--- config.mk ---
export PLATFORM = sky130hd
export DESIGN_NAME = idu_stage
export DESIGN_NICKNAME = d
export VERILOG_FILES = /design/src/rtl/idu_stage.sv
export SDC_FILE = /design/constraint.sdc
export NUM_CORES = 2
export LEC_CHECK = 0
export ABC_AREA = 0
export BUFFER_PORTS_ARGS = -buffer_cell sky130_fd_sc_hd__buf_2
export CORE_ASPECT_RATIO = 1.4
export CORE_MARGIN = 2
export CORE_UTILIZATION = 43
export CTS_CLUSTER_SIZE = 10
export DETAILED_ROUTE_END_ITERATION = 7
export PLACE_DENSITY = 0.6
export SYNTH_ARGS = -nofsm -noshare
export SYNTH_HDL_FRONTEND = slang
export SYNTH_SLANG_ARGS = --single-unit
--- constraint.sdc ---
create_clock -name clock -period 5.99 [get_ports clock]
set_clock_uncertainty 0.05 [all_clocks]
set_input_delay 1.198 -clock clock [delete_from_list [all_inputs] [get_ports clock]]
set_output_delay 1.198 -clock clock [all_outputs]
set_load 0.005 [all_outputs]
--- src/rtl/idu_stage.sv ---
// idu_stage: instruction-decode stage of the multi-cycle RV64 core.
// Latches one fetch packet per IFU handshake, decodes it against the integer
// register file owned by this stage, and presents a registered decode packet
// to the execute stage until it is accepted.
// Optional feature macro: IDU_RVM_EN (decode of the M extension to the MDU).
module idu_stage #(
    parameter int XLEN = 64
) (
    input  logic            clock,
    input  logic            reset,
    // fetch side
    input  logic            ioIFU_valid,
    output logic            ioIFU_ready,
    input  logic [31:0]     ioIFU_inst,
    input  logic [XLEN-1:0] ioIFU_pc,
    input  logic [XLEN-1:0] ioIFU_pc4,
    // writeback port into the register file
    input  logic            ioRf_wen,
    input  logic [4:0]      ioRf_waddr,
    input  logic [XLEN-1:0] ioRf_wdata,
    // execute side
    output logic            ioEXU_valid,
    input  logic            ioEXU_ready,
    output logic [XLEN-1:0] ioEXU_pc,
    output logic [XLEN-1:0] ioEXU_pc4,
    output logic [XLEN-1:0] ioEXU_src1,
    output logic [XLEN-1:0] ioEXU_src2,
    output logic [XLEN-1:0] ioEXU_imm,
    output logic [4:0]      ioEXU_rd,
    output logic            ioEXU_rdWen,
    output logic [2:0]      ioEXU_fuType,
    output logic [4:0]      ioEXU_fuOp,
    output logic            ioEXU_illegal
);

    // Major opcodes (bits [1:0] = 2'b11 are part of every legal opcode, so
    // a compressed-quadrant word never matches and falls to the illegal path).
    localparam logic [6:0] OPC_LOAD     = 7'b0000011;
    localparam logic [6:0] OPC_OP_IMM   = 7'b0010011;
    localparam logic [6:0] OPC_AUIPC    = 7'b0010111;
    localparam logic [6:0] OPC_OP_IMM32 = 7'b0011011;
    localparam logic [6:0] OPC_STORE    = 7'b0100011;
    localparam logic [6:0] OPC_OP       = 7'b0110011;
    localparam logic [6:0] OPC_LUI      = 7'b0110111;
    localparam logic [6:0] OPC_OP32     = 7'b0111011;
    localparam logic [6:0] OPC_BRANCH   = 7'b1100011;
    localparam logic [6:0] OPC_JALR     = 7'b1100111;
    localparam logic [6:0] OPC_JAL      = 7'b1101111;
    localparam logic [6:0] OPC_SYSTEM   = 7'b1110011;

    localparam logic [2:0] FU_ALU = 3'd0;
    localparam logic [2:0] FU_BRU = 3'd1;
    localparam logic [2:0] FU_LSU = 3'd2;
    localparam logic [2:0] FU_MDU = 3'd3;
    localparam logic [2:0] FU_SYS = 3'd4;
    localparam logic [2:0] FU_ILL = 3'd7;

    localparam logic [6:0] FUNCT7_MULDIV = 7'b0000001;

    typedef enum logic [2:0] {
        IDLE = 3'b001,
        READ = 3'b010,
        HOLD = 3'b100
    } state_t;

    typedef struct packed {
        logic [XLEN-1:0] pc;
        logic [XLEN-1:0] pc4;
        logic [XLEN-1:0] src1;
        logic [XLEN-1:0] src2;
        logic [XLEN-1:0] imm;
        logic [4:0]      rd;
        logic            rd_wen;
        logic [2:0]      fu_type;
        logic [4:0]      fu_op;
        logic            illegal;
    } pkt_t;

    // Immediate extraction helpers; every format sign-extends from inst[31].
    function automatic logic [XLEN-1:0] imm_i(input logic [31:0] inst);
        return {{(XLEN-12){inst[31]}}, inst[31:20]};
    endfunction

    function automatic logic [XLEN-1:0] imm_s(input logic [31:0] inst);
        return {{(XLEN-12){inst[31]}}, inst[31:25], inst[11:7]};
    endfunction

    function automatic logic [XLEN-1:0] imm_b(input logic [31:0] inst);
        return {{(XLEN-13){inst[31]}}, inst[31], inst[7], inst[30:25], inst[11:8], 1'b0};
    endfunction

    function automatic logic [XLEN-1:0] imm_u(input logic [31:0] inst);
        return {{(XLEN-32){inst[31]}}, inst[31:12], 12'h000};
    endfunction

    function automatic logic [XLEN-1:0] imm_j(input logic [31:0] inst);
        return {{(XLEN-21){inst[31]}}, inst[31], inst[19:12], inst[20], inst[30:21], 1'b0};
    endfunction

    state_t          state_q, state_d;
    logic [31:0]     inst_q, inst_d;
    logic [XLEN-1:0] pc_q, pc_d;
    logic [XLEN-1:0] pc4_q, pc4_d;
    logic            ifu_ready_q, ifu_ready_d;
    logic            exu_valid_q, exu_valid_d;
    pkt_t            pkt_q, pkt_d;
    logic [XLEN-1:0] rf_q [32];

    logic [6:0]      opcode_s;
    logic [2:0]      funct3_s;
    logic [6:0]      funct7_s;
    logic [4:0]      rs1_s;
    logic [4:0]      rs2_s;
    logic [4:0]      rd_s;
    logic [XLEN-1:0] src1_s;
    logic [XLEN-1:0] src2_s;
    logic [XLEN-1:0] dec_imm_s;
    logic [2:0]      dec_fu_type_s;
    logic            dec_illegal_s;
    logic            dec_word_s;
    logic            dec_wb_s;
    logic            dec_mdu_s;
    logic [4:0]      dec_fu_op_s;
    logic            dec_rd_wen_s;

    assign opcode_s = inst_q[6:0];
    assign funct3_s = inst_q[14:12];
    assign funct7_s = inst_q[31:25];
    assign rs1_s    = inst_q[19:15];
    assign rs2_s    = inst_q[24:20];
    assign rd_s     = inst_q[11:7];

    // Operand read with write-through of a same-cycle writeback; x0 is
    // never written, so its storage stays zero and needs no special read path.
    always_comb begin
        src1_s = rf_q[rs1_s];
        src2_s = rf_q[rs2_s];
        if (ioRf_wen && (ioRf_waddr == rs1_s) && (rs1_s != 5'd0)) begin
            src1_s = ioRf_wdata;
        end else begin
            src1_s = rf_q[rs1_s];
        end
        if (ioRf_wen && (ioRf_waddr == rs2_s) && (rs2_s != 5'd0)) begin
            src2_s = ioRf_wdata;
        end else begin
            src2_s = rf_q[rs2_s];
        end
    end

    // Decode of the latched instruction into unit, immediate and write flag.
    always_comb begin
        dec_imm_s     = {XLEN{1'b0}};
        dec_fu_type_s = FU_ILL;
        dec_illegal_s = 1'b1;
        dec_word_s    = 1'b0;
        dec_wb_s      = 1'b0;
        dec_mdu_s     = 1'b0;
        case (opcode_s)
            OPC_OP_IMM, OPC_OP_IMM32: begin
                dec_imm_s     = imm_i(inst_q);
                dec_fu_type_s = FU_ALU;
                dec_illegal_s = 1'b0;
                dec_word_s    = (opcode_s == OPC_OP_IMM32);
                dec_wb_s      = 1'b1;
            end
            OPC_OP, OPC_OP32: begin
                dec_word_s = (opcode_s == OPC_OP32);
                if (funct7_s == FUNCT7_MULDIV) begin
`ifdef IDU_RVM_EN
                    dec_fu_type_s = FU_MDU;
                    dec_illegal_s = 1'b0;
                    dec_wb_s      = 1'b1;
                    dec_mdu_s     = 1'b1;
`else
                    dec_fu_type_s = FU_ILL;
                    dec_illegal_s = 1'b1;
                    dec_wb_s      = 1'b0;
                    dec_mdu_s     = 1'b0;
`endif
                end else begin
                    dec_fu_type_s = FU_ALU;
                    dec_illegal_s = 1'b0;
                    dec_wb_s      = 1'b1;
                end
            end
            OPC_LUI, OPC_AUIPC: begin
                dec_imm_s     = imm_u(inst_q);
                dec_fu_type_s = FU_ALU;
                dec_illegal_s = 1'b0;
                dec_wb_s      = 1'b1;
            end
            OPC_JAL: begin
                dec_imm_s     = imm_j(inst_q);
                dec_fu_type_s = FU_BRU;
                dec_illegal_s = 1'b0;
                dec_wb_s      = 1'b1;
            end
            OPC_JALR: begin
                dec_imm_s     = imm_i(inst_q);
                dec_fu_type_s = FU_BRU;
                dec_illegal_s = 1'b0;
                dec_wb_s      = 1'b1;
            end
            OPC_BRANCH: begin
                dec_imm_s     = imm_b(inst_q);
                dec_fu_type_s = FU_BRU;
                dec_illegal_s = 1'b0;
            end
            OPC_LOAD: begin
                dec_imm_s     = imm_i(inst_q);
                dec_fu_type_s = FU_LSU;
                dec_illegal_s = 1'b0;
                dec_word_s    = ~funct3_s[2];
                dec_wb_s      = 1'b1;
            end
            OPC_STORE: begin
                dec_imm_s     = imm_s(inst_q);
                dec_fu_type_s = FU_LSU;
                dec_illegal_s = 1'b0;
                dec_word_s    = ~funct3_s[2];
            end
            OPC_SYSTEM: begin
                // Only ECALL and EBREAK are supported; CSR access is illegal.
                if ((inst_q[31:7] == 25'h0000000) || (inst_q[31:7] == 25'h0002000)) begin
                    dec_imm_s     = imm_i(inst_q);
                    dec_fu_type_s = FU_SYS;
                    dec_illegal_s = 1'b0;
                end else begin
                    dec_fu_type_s = FU_ILL;
                    dec_illegal_s = 1'b1;
                end
            end
            default: begin
                dec_fu_type_s = FU_ILL;
                dec_illegal_s = 1'b1;
            end
        endcase
    end

    // Operation code and final destination-write flag.
    always_comb begin
        dec_fu_op_s  = 5'd0;
        dec_rd_wen_s = dec_wb_s && (rd_s != 5'd0);
        if (dec_illegal_s) begin
            dec_fu_op_s = 5'd0;
        end else if (dec_mdu_s) begin
            dec_fu_op_s = {1'b0, funct3_s, dec_word_s};
        end else begin
            dec_fu_op_s = {inst_q[30], funct3_s, dec_word_s};
        end
    end

    // Handshake FSM: next state plus capture of the fetch packet in IDLE.
    always_comb begin
        state_d = state_q;
        inst_d  = inst_q;
        pc_d    = pc_q;
        pc4_d   = pc4_q;
        case (state_q)
            IDLE: begin
                if (ioIFU_valid) begin
                    state_d = READ;
                    inst_d  = ioIFU_inst;
                    pc_d    = ioIFU_pc;
                    pc4_d   = ioIFU_pc4;
                end else begin
                    state_d = IDLE;
                end
            end
            READ: begin
                state_d = HOLD;
            end
            HOLD: begin
                if (ioEXU_ready) begin
                    state_d = IDLE;
                end else begin
                    state_d = HOLD;
                end
            end
            default: begin
                state_d = IDLE;
            end
        endcase
        ifu_ready_d = (state_d == IDLE);
        exu_valid_d = (state_d == HOLD);
    end

    // Decode packet: loaded in READ, frozen in every other state.
    always_comb begin
        pkt_d = pkt_q;
        if (state_q == READ) begin
            pkt_d.pc      = pc_q;
            pkt_d.pc4     = pc4_q;
            pkt_d.src1    = src1_s;
            pkt_d.src2    = src2_s;
            pkt_d.imm     = dec_imm_s;
            pkt_d.rd      = rd_s;
            pkt_d.rd_wen  = dec_rd_wen_s;
            pkt_d.fu_type = dec_fu_type_s;
            pkt_d.fu_op   = dec_fu_op_s;
            pkt_d.illegal = dec_illegal_s;
        end else begin
            pkt_d = pkt_q;
        end
    end

    // Control, latched fetch packet and output packet registers.
    always_ff @(posedge clock) begin
        if (reset) begin
            state_q     <= IDLE;
            inst_q      <= 32'h0000_0000;
            pc_q        <= {XLEN{1'b0}};
            pc4_q       <= {XLEN{1'b0}};
            ifu_ready_q <= 1'b1;
            exu_valid_q <= 1'b0;
            pkt_q       <= '0;
        end else begin
            state_q     <= state_d;
            inst_q      <= inst_d;
            pc_q        <= pc_d;
            pc4_q       <= pc4_d;
            ifu_ready_q <= ifu_ready_d;
            exu_valid_q <= exu_valid_d;
            pkt_q       <= pkt_d;
        end
    end

    // Integer register file; writeback accepted in every state, x0 ignored.
    always_ff @(posedge clock) begin
        if (reset) begin
            for (int i = 0; i < 32; i++) begin
                rf_q[i] <= {XLEN{1'b0}};
            end
        end else if (ioRf_wen && (ioRf_waddr != 5'd0)) begin
            rf_q[ioRf_waddr] <= ioRf_wdata;
        end
    end

    assign ioIFU_ready   = ifu_ready_q;
    assign ioEXU_valid   = exu_valid_q;
    assign ioEXU_pc      = pkt_q.pc;
    assign ioEXU_pc4     = pkt_q.pc4;
    assign ioEXU_src1    = pkt_q.src1;
    assign ioEXU_src2    = pkt_q.src2;
    assign ioEXU_imm     = pkt_q.imm;
    assign ioEXU_rd      = pkt_q.rd;
    assign ioEXU_rdWen   = pkt_q.rd_wen;
    assign ioEXU_fuType  = pkt_q.fu_type;
    assign ioEXU_fuOp    = pkt_q.fu_op;
    assign ioEXU_illegal = pkt_q.illegal;

endmodule

==> metrics.md <==
| Metric | Value |
|---|---|
| WHS | between 300 and 400 ps |
| Post-Route WL | 499900 µm |
| Comb pwr share | 11.5% |
| Total vias in the final route | 86315 |
| FFs w/ async S/R, synth | 0% |
| Netlist cell types | 73 |
| Placed Area | between 0.1 and 0.15 mm² |
| Register area share after synthesis | between 50 and 60% |
| #FFs+latches synth | 2516 |
| CP cell instances | xor2_1, nor4b_2, and2_1, nand2_2, o21ai_0, a211oi_1 |
| CTS Buffer Depth | 4 |
| Die Width | 459.4 µm |
| Internal power | approximately 31 mW |
| Clk network pwr share | 40.1% |
| Num CTS Buffers | 297 |
| CP Launch Type | flop |
| Core ar. | 0.2896 mm² |
| Reported net switching power | 10.83 mW |
| # IOs | 571 |
| Largest net degree at the start of global routing | approximately 180 |
| Share of cells above drive strength 1 | 25.22% |
| CP Launch Point | inst_q[20] |
| Slew headroom | -2.648% |
| CP top delay family | simple AND/OR/NAND/NOR gates |
| Status | finished with violations |
| Post-synth EDFFs | between 2000 and 2500 |
| Post-Syn Area | 0.1248 mm² |
| DP Wirelength | 302000 µm |
| Worst-margin pin slew | between 1500 and 2000 ps |
| Grt total ovfl | 0 |
| Area growth, synth to finish | 12.20% |
| Slowest-stage cell, CP | nand2_2 |
| Cell Rows | 234 |
| Slowest stage delay, CP | 1060 ps |
| Setup CP Type | reg -> reg |
| Initial antenna violation count | 70 |
| Synth top area cells | edfxtp_1, mux4_2, and2_1 |
| Dpl ws | 1248 ps |
| Switching Share | approximately a quarter |
| Post-synth top flop | edfxtp_1 |
| Tcrit/Tclk final | between 70% and 80% |
| Achievable frequency | 227.6 MHz |
| Synthesized instance count | 8946 |
| Resized Gates After CTS | 0 |
| Routed vias/inst | 6.546 |
| WP data required | 6630 ps |
| Critical Path End Type | flop |
| First-pass GRT wire length | 682700 µm |
| Commonest non-fill, non-tap cell in the layout | edfxtp_1 |
| Inst Count DP | between 10000 and 15000 |
| Vias in the first global route | between 80000 and 90000 |
| Worst hold start | pc_q[9] |
| Worst Hold Class | reg -> reg |
| Final worst slack | 1597 ps |
| Final Instance Count excl. Fillers | 13186 |
| Clock Sinks | between 2000 and 3000 |
| Nets | approximately 9400 |
| Antenna Nets Post-Route | 0 |
| Starting Density | 43.12% |
| Worst-path maximum fanout | 22 |
| CTS root buf | clkbuf_16 |
| Die ar. | 0.2947 mm² |
| Clock H-tree levels | 5 |
| Worst R2R Start | inst_q[20] |
| Max cap viols | 1 |
| Wire per inst | approximately 38 µm |
| Area share of the largest cell type after synthesis | 49.26% |
| Setup tns final | 0 ps |
| Pre-Repair DR Iteration Count | 6 |
| GPL Wtd Cong | about 0.89 |
| Unrepaired setup endpoints after global routing | no |
| Failing checks | capacitance limit, slew limit |
| Multi-input gate area | between 0.05 and 0.06 mm² |
| Hold buffer count at cts | 0 |
| Ys Warns | 0 |
| Worst Path Arrival | 5030 ps |
| Commonest cells after routing, fill and taps aside | edfxtp_1, and2_1, mux4_2 |
| CP Buf/Inv Count | 0 |
| Max VDD drop | 0.1880 mV |
| CTS clk-pin slew, worst paths | around 60 ps |
| Register Area | roughly 0.071 mm² |
| Final Max Tran Viols | 20 |
| Avg Cell Area, Syn | 13.96 µm² |
| Clk_lat worst skew | between 900 and 1000 ps |
| Final setup fails | 0 |
| Leakage | 47.09 nW |
| Drt initial violations | around 12000 |
| IO Port Bufs | 570 |
| Finished Cell Area | around 0.14 mm² |
| Min Tclk post-route | between 4000 and 5000 ps |
| Hold Fails Final Rpt | 0 |
| CTS tree | built |
| Tot GR Track Use | between 30 and 40% |
| Pwr dens | 300.1 mW/mm² |
| # DRC | 0 |
| Post-CTS setup buffers | 0 |
| Die H | about 640 µm |
| Layout fillers | ~25000 |
| Seq pwr share | about half |
| Dominant cell type by area after synthesis | edfxtp_1 |
[cells by family after synthesis]
kind of cell               after synthesis  share of synthesized area [%]
AOI/OAI and AO/OA                      969                          5.259
xor gates and xnor gates                10                        0.07015
other                                    1                       0.003004
DFF                                   2516                          56.76
adders and majority gates                1                       0.008018
buffers and inverters                  987                          3.633
and+or+nand+nor                       3274                          14.40
muxes                                 1188                          19.86
[layout make-up]
type | instances | share of cell area, %
clock inverter | 20 | 0.1822
clock buffer | 483 | 5.916
antenna | 41 | 0.07324
multi-input combinational | 5506 | 35.82
tap | 3776 | 3.373
timing repair buffer | 838 | 3.998
inverter | 6 | 0.01608
sequential | 2516 | 50.62
[metal layers]
| metal | vias to the layer above | global-route usage [%] | share of wire (%) |
|---|---|---|---|
| met4 | 22 | 24.04 | 8.3 |
| met1 | 44131 | 38.83 | 33 |
| met5 | - | 0.3143 | 0.055 |
| li1 | 34016 | - | - |
| met3 | 1646 | 8.073 | 11 |
| met2 | 6500 | 53.82 | 47 |
[worst paths after layout]
kind	to	slack (ps)	cells past startpoint
max reg2reg	ioEXU_src2[56]	1600	6
max	ioEXU_src2[56]	1600	6
min	ioEXU_pc[9]	390	2
min reg2reg	ioEXU_pc[9]	390	2
[stage by stage]
| stage | utilization [%] | power [mW] |
|---|---|---|
| global route | 48.35 | 42.99 |
| global placement | 45.39 | 25.31 |
| detailed placement | 45.39 | 25.44 |
| floorplan | - | 23.43 |
| CTS | 48.34 | 42.05 |
| finish | 48.38 | 42.04 |
[state kept, by name, summed over array words and instances, names as in the netlist]
register,count
rf_q,2048
ioEXU_pc4,64
ioEXU_pc,64
ioEXU_src1,64
ioEXU_src2,64
pc4_q,64
pc_q,64
inst_q,32
ioEXU_imm,32
ioEXU_fuOp,5
ioEXU_rd,5
ioEXU_fuType,3
state_q,3
ioEXU_illegal,1
ioEXU_rdWen,1
ioEXU_valid,1
ioIFU_ready,1
[synthesized netlist by cell type (all sizes together), types with 40 or more instances]
cell / instances
o22ai: 112
nor3: 72
a22oi: 124
mux2i: 138
nor2: 269
a2111oi: 40
a21oi: 337
a22o: 63
dfxtp: 468
buf: 302
o21ai: 52
edfxtp: 2048
clkbuf: 679
and2: 1994
nand3: 44
nor4: 64
nand2: 701
nor2b: 46
mux4: 1029
a211oi: 74
a221oi: 54
[power groups by stage]
stage / Combinational, mW / Sequential, mW / Clock (mW)
final: 4.82 / 20.4 / 16.9
after global routing: 4.96 / 20.4 / 17.6
after CTS: 4.76 / 20.3 / 17.0
after detailed placement: 4.75 / 20.7 / 0
after global placement: 4.71 / 20.6 / 0
after floorplan: 3.02 / 20.4 / 0
[worst min-delay path: cells and delay by family (launching register included)]
| family | cells | cell delay, ps |
|---|---|---|
| simple gates | 1 | 50 |
| compound gates | 1 | 50 |
| flops | 1 | 310 |
(Power assumes the default switching activity.)
